===== config.mk =====
export PLATFORM = sky130hd
export DESIGN_NAME = sn74138_scan_driver
export DESIGN_NICKNAME = d
export VERILOG_FILES = /design/src/rtl/sn74138_scan_driver.sv
export SDC_FILE = /design/constraint.sdc
export NUM_CORES = 1
export LEC_CHECK = 0
export ABC_AREA = 1
export CAP_MARGIN = 5
export CORE_UTILIZATION = 52
export DETAILED_ROUTE_END_ITERATION = 16
export PLACE_DENSITY_LB_ADDON = 0.1
export SLEW_MARGIN = 20
export SYNTH_ARGS = -nofsm -noshare
export SYNTH_HDL_FRONTEND = slang
export SYNTH_SLANG_ARGS = --single-unit

===== constraint.sdc =====
create_clock -name clk -period 1.63 [get_ports clk]
set_input_delay 0.2445 -clock clk [delete_from_list [all_inputs] [get_ports clk]]
set_output_delay 0.2445 -clock clk [all_outputs]
set_load 0.05 [all_outputs]

===== src/rtl/sn74138_scan_driver.sv =====
// Scan sequencer for an SN74138 decoder: steps select codes 0..LAST_CODE with a blanking gap so
// the select never moves while the decoder is enabled. Optional SCAN_HOLD_EN adds a 'hold' input.
module sn74138_scan_driver #(
  parameter int DWELL     = 50,
  parameter int BLANK     = 2,
  parameter int LAST_CODE = 7
) (
  input  logic       clk,
  input  logic       reset,
  input  logic       start,
  input  logic       abort,
  input  logic       loop_en,
  output logic [2:0] dec_en,
  output logic [2:0] dec_in,
  output logic       code_vld,
  output logic       busy,
  output logic       done
`ifdef SCAN_HOLD_EN
  ,
  input  logic       hold
`endif
);

  localparam int CNT_MAX = (DWELL > BLANK) ? DWELL : BLANK;
  localparam int CNT_W   = $clog2(CNT_MAX + 1);

  localparam logic [2:0]       EN_ON      = 3'b100;
  localparam logic [2:0]       EN_OFF     = 3'b011;
  localparam logic [2:0]       LAST_SEL   = 3'(LAST_CODE);
  localparam logic [CNT_W-1:0] DWELL_LAST = CNT_W'(DWELL - 1);
  localparam logic [CNT_W-1:0] BLANK_LAST = (BLANK > 0) ? CNT_W'(BLANK - 1) : '0;

  typedef enum logic [1:0] {
    ST_IDLE,
    ST_BLANK,
    ST_DWELL,
    ST_DONE
  } state_t;

  state_t           state;
  logic [CNT_W-1:0] cnt;
  logic             frozen;

`ifdef SCAN_HOLD_EN
  assign frozen = hold && ((state == ST_BLANK) || (state == ST_DWELL));
`else
  assign frozen = 1'b0;
`endif

  always_ff @(posedge clk) begin
    if (reset) begin
      state    <= ST_IDLE;
      cnt      <= '0;
      dec_en   <= EN_OFF;
      dec_in   <= 3'b000;
      code_vld <= 1'b0;
      busy     <= 1'b0;
      done     <= 1'b0;
    end else if (abort) begin
      // dec_in deliberately keeps the last code on abort
      state    <= ST_IDLE;
      cnt      <= '0;
      dec_en   <= EN_OFF;
      code_vld <= 1'b0;
      busy     <= 1'b0;
      done     <= 1'b0;
    end else if (!frozen) begin
      case (state)
        ST_IDLE: begin
          done <= 1'b0;
          if (start) begin
            cnt    <= '0;
            dec_in <= 3'b000;
            busy   <= 1'b1;
            if (BLANK > 0) begin
              state <= ST_BLANK;
            end else begin
              state    <= ST_DWELL;
              dec_en   <= EN_ON;
              code_vld <= 1'b1;
            end
          end
        end

        ST_BLANK: begin
          if (cnt == BLANK_LAST) begin
            cnt      <= '0;
            state    <= ST_DWELL;
            dec_en   <= EN_ON;
            code_vld <= 1'b1;
          end else begin
            cnt <= cnt + 1'b1;
          end
        end

        ST_DWELL: begin
          if (cnt == DWELL_LAST) begin
            cnt <= '0;
            if ((dec_in < LAST_SEL) || loop_en) begin
              // select only moves on this edge, as the decoder turns off (or between dwells when BLANK==0)
              dec_in <= (dec_in < LAST_SEL) ? dec_in + 3'd1 : 3'd0;
              if (BLANK > 0) begin
                state    <= ST_BLANK;
                dec_en   <= EN_OFF;
                code_vld <= 1'b0;
              end else begin
                state <= ST_DWELL;
              end
            end else begin
              state    <= ST_DONE;
              dec_en   <= EN_OFF;
              code_vld <= 1'b0;
              busy     <= 1'b0;
              done     <= 1'b1;
            end
          end else begin
            cnt <= cnt + 1'b1;
          end
        end

        ST_DONE: begin
          done  <= 1'b0;
          state <= ST_IDLE;
        end

        default: begin
          state    <= ST_IDLE;
          cnt      <= '0;
          dec_en   <= EN_OFF;
          code_vld <= 1'b0;
          busy     <= 1'b0;
          done     <= 1'b0;
        end
      endcase
    end
  end

endmodule


# After elaboration in Yosys (flattened, before gate mapping)
# Index checks and enable logic that the tools add are counted.
# word_totals
output_inout_bits	9
ff_bits	17
in_bits	5
# op_classes
n_reduce_logical	14
bitwise_logic	1
n_mux	27
eq_ne	10
n_lt_le_gt_ge	1
addsub	2
# ops
operator	count
two-way mux 3 bit	6
two-way mux 6 bit	3
case mux 6 bit (3 select lines)	1
case mux 3 bit (2 select lines)	2
inequality test 2 bit, second input constant	5
AND reduction 3 bit	3
two-way mux 2 bit	4
case mux 2 bit (4 select lines)	1
two-way mux 1 bit	7
adder 6 x 1 -> 6 bit, second input constant	1
equality test 6 x 1 -> 1 bit, second input constant	1
equality test 6 bit, second input constant	1
case mux 1 bit (2 select lines)	3
nonzero test 2 bit	3
AND reduction 5 bit	1
equality test 2 bit, second input constant	2
AND reduction 4 bit	1
OR reduction 2 bit	2
adder 3 x 1 -> 3 bit, second input constant	1
less-than comparator 3 bit, second input constant	1
nonzero test 3 bit	1
equality test 2 x 1 -> 1 bit, second input constant	1
zero test 2 bit	1
AND reduction 2 bit	1
other kinds (2)	2

# Logic depth before layout (Yosys ltp)
# depth
word_depth	5
ltp_mapped	9

# Least setup slack after synthesis
# OpenSTA, ideal clock, no wires.
# synth_path
kind	reg2reg
from	register dec_in[0]
to	register dec_in[2]
t_required_ns	1.560
path_buffers	0
path_slack_ns	0.187
synth_period_minus_slack_ns	1.443
t_arrival_ns	1.373
path_stages_with_launch	7
path_cell_list	dfxtp_1 > nand3_1 > nor2_1 > nor2_2 > nand3_2 > nand2_1 > a21oi_1
# synth_via
elab_chain_cells	5
elab_cells_between_ends	9
classes_between	add/sub: 1; order compare: 1; eq/ne: 1; mux: 4; reduce/logical: 2
# synth_lines
element	line	source
from (decl)	14	output logic [2:0] dec_in,
from (signal assigned)	101	dec_in <= (dec_in < LAST_SEL) ? dec_in + 3'd1 : 3'd0;
adder 3 x 1 -> 3 bit / less-than comparator 3 bit (equally long branches)	101, 99	
two-way mux 3 bit	101	
two-way mux 3 bit	99	if ((dec_in < LAST_SEL) || loop_en) begin
two-way mux 3 bit	97	if (cnt == DWELL_LAST) begin
case mux 3 bit (2 select lines)	68	case (state)
# Parallel ways exist; a longest one is shown, timed or not. The select of a mux whose other input is x is not followed.
# A chain may end at the register's enable or synchronous reset.

# Worst setup path after layout
# layout_path
from	register state[1]
to	register cnt[3]
# layout_via
elab_chain_cells	3
elab_cells_between_ends	7
classes_between	eq/ne: 3; mux: 1; reduce/logical: 3
# layout_lines
element	line	source
from (decl)	40	state_t state;
from (signal assigned)	52	state <= ST_IDLE;
from (signal assigned)	61	state <= ST_IDLE;
from (signal assigned)	76	state <= ST_BLANK;
equality test 2 bit (tied with other cells)	68	
nonzero test 3 bit (no line) / inequality test 2 bit (equally long branches)	n/a	
AND reduction 2 bit (no line)	n/a	
to (signal assigned)	92	cnt <= cnt + 1'b1;
to (signal assigned)	117	cnt <= cnt + 1'b1;
to (decl)	41	logic [CNT_W-1:0] cnt;
# Parallel ways exist; a longest one is shown, timed or not.

==> run metrics <==
largest net degree at the start of global routing 9; DRT Pass-1 Iters 10; sequential element share of the synthesized area between 30% and 40%; Power per Cell Area 673 nW/um2; Hold Path Class flop to flop; largest area contributor in the netlist dfxtp_1; DR vias/cell roughly 5.4; Worst-path clk slew about 90 ps; Num CTS Buffers 3; Post-Syn Area per Cell about 6.9 um2; Mapped Nets roughly 150; Req. time, crit path ~1800 ps; initial cell density of the core 58.3%; Synth Flop Type dfxtp_1; Setup crit end kind flop; Buffers on Ports 13; gr ovfl total 0; Die W 44.0 um; die area just under 2000 um2; root buffer cell clkbuf_4; Mapped Area around 900 um2; CP max FO 7; reg-to-reg setup timing slack 130 ps; yosys warns 0; io pins 14; most common cell in the netlist nand2_1; vias in the first global route approximately 850; Max Root-Sink Buffers 2; VDD IR-drop max roughly 0.44 mV; vias 908; worst-path cell chain inv_1 > ha_1 > o21ai_2 > nor2_1 > o21ai_0 > a21oi_1; routability-driven placement congestion ratio 0.814; final wirelength roughly 2000 um; status finished with violations; Skew-Pair Late Insertion Delay about 280 ps; Iteration-0 DRC Markers 14; Cell Rows 14; Critical Path AT ~1700 ps; fin nets roughly 160; fin crit share 91.8%; Diodes inserted 0; Core ar. ~1600 um2; relative slew slack 80.0%; fmax approximately 670 MHz; critical path launch point type flop; ys async rst share 0%; slowest cell delay on critical path 390 ps; H-tree depth 1; Die Ht about 44 um; CP max stage cell dfxtp_1; number of synthesized flops with an enable pin 0; DR WL/cell 12.1 um; Synth Register Bits 15; Cells after Synth ~130; largest cells by area after synthesis dfxtp_1, nand2_1, ha_1; initial antenna violation count 0; Leakage approximately 0.45 nW; Max-Cap Viols 0; final hold vios 0; final hold slack approximately 470 ps; failing checks design-rule violations; final setup violation count 0; Layout area overhead 18.7%; post-route antenna net violation count 0; total power between 0.0007 and 0.0008 W; DR DRC count 1; worst slew pin tran 297 ps; Final Skew 3.13 ps; Commonest cells post-synth nand2_1, inv_1, nor2_1; post-route minimum period about 1500 ps; post-DP HPWL around 1500 um; post-synth top area share about 33%; critical path type flop to flop; layout cell share with drive strength beyond 1 between 10% and 20%; All-Layer GR Usage roughly a quarter; CTS tree done; global-route wire length before repair 3460 um; count of final max-slew check failures 0; # clock sinks 15; Cell variety after synth 19
-- report_power, final --
| part | total [W] | internal [W] | switching, W | leakage, nW |
|---|---|---|---|---|
| sequential | 0.000380 | 0.000374 | 0.00000651 | 0.122 |
| clock | 0.000212 | 0.0000949 | 0.000117 | 0.0150 |
| combinational | 0.000141 | 0.0000507 | 0.0000901 | 0.316 |
-- cells in the final DEF (no fill, tap or decap) --
cell type	Yosys	layout
o21bai_1	1	1
clkbuf_1	0	1
nor2_1	16	16
inv_1	19	19
nand2_1	24	24
nand2_2	2	2
nand2_4	2	2
nand3_1	14	14
buf_4	2	12
dfxtp_1	15	14
nand4_1	5	5
xor2_1	1	1
a21oi_1	13	13
o21ai_0	5	5
ha_2	0	2
dfxtp_2	0	1
nor2_2	2	2
clkbuf_4	0	3
clkdlybuf4s50_1	0	4
nand3_2	2	2
o21ai_2	1	2
ha_1	7	5
nor3_1	1	1
-- final cells by class --
type	count	area (um2)
Sequential cell	15	302
Multi-Input combinational cell	97	541
Fill cell	131	487
Inverter	19	71.3
Tap cell	16	20.0
Timing Repair Buffer	16	130
Clock buffer	4	26.3
-- worst max-delay path, delay by kind of cell, from the launching register on --
kind | cells | cell delay [ps]
buffers and inverters | 1 | 110
AOI/OAI and AO/OA | 3 | 500
adders and majority gates | 1 | 320
DFF | 1 | 390
and+or+nand+nor | 1 | 60
-- through the flow --
stage | util [%] | instance area (um2) | setup slack [ps] | setup TNS, ps | cells
4_1_cts | 68.5 | 1080 | 49.3 | 0 | 167
5_1_grt | 69.1 | 1090 | -0.0331 | -0.0331 | 167
3_3_place_gp | 66.8 | 1050 | 174 | 0 | 163
6_report | 69.1 | 1090 | 133 | 0 | 167
3_5_place_dp | 66.8 | 1050 | 79.6 | 0 | 163
2_1_floorplan | - | 918 | 187 | 0 | 133
-- worst paths after layout --
kind	end	start	depth (start not counted)
worst max-delay path	cnt[3]$_SDFFE_PP0P_	state[1]$_SDFFE_PP0P_	6
worst min-delay path	busy$_SDFFE_PP0P_	busy$_SDFFE_PP0P_	2
worst max register to register	cnt[3]$_SDFFE_PP0P_	state[1]$_SDFFE_PP0P_	6
worst min register to register	busy$_SDFFE_PP0P_	busy$_SDFFE_PP0P_	2
-- state kept, by name, summed over array words and instances, names as in the netlist --
name,cells
cnt,6
dec_in,3
dec_en,2
state,2
busy,1
done,1
-- kinds of logic after synthesis --
group	synth area share, %
AND/OR/NAND/NOR	35.3
buffers and inverters	9.40
flip-flops	32.7
adder cells (fa/ha/maj)	9.54
XOR/XNOR	0.954
AO/OA/AOI/OAI	12.1
-- timing repair --
action                                  CTS  global route
buffers inserted                          0             0
endpoints found under the setup margin    0             9
hold buffers                              0             0
resized for setup                         0             4
-- layer usage --
layer | part of all wire, % | routed length (um) | vias to the layer above | track usage [%]
li1 | - | - | 471 | -
met1 | 47 | 954 | 419 | 29.0
met2 | 48 | 975 | 12 | 39.4
met3 | 3.5 | 71 | 6 | 3.27
met4 | 1.3 | 27 | 0 | 13.3
met5 | 0 | 0 | - | 0
(Power assumes the default switching activity.)
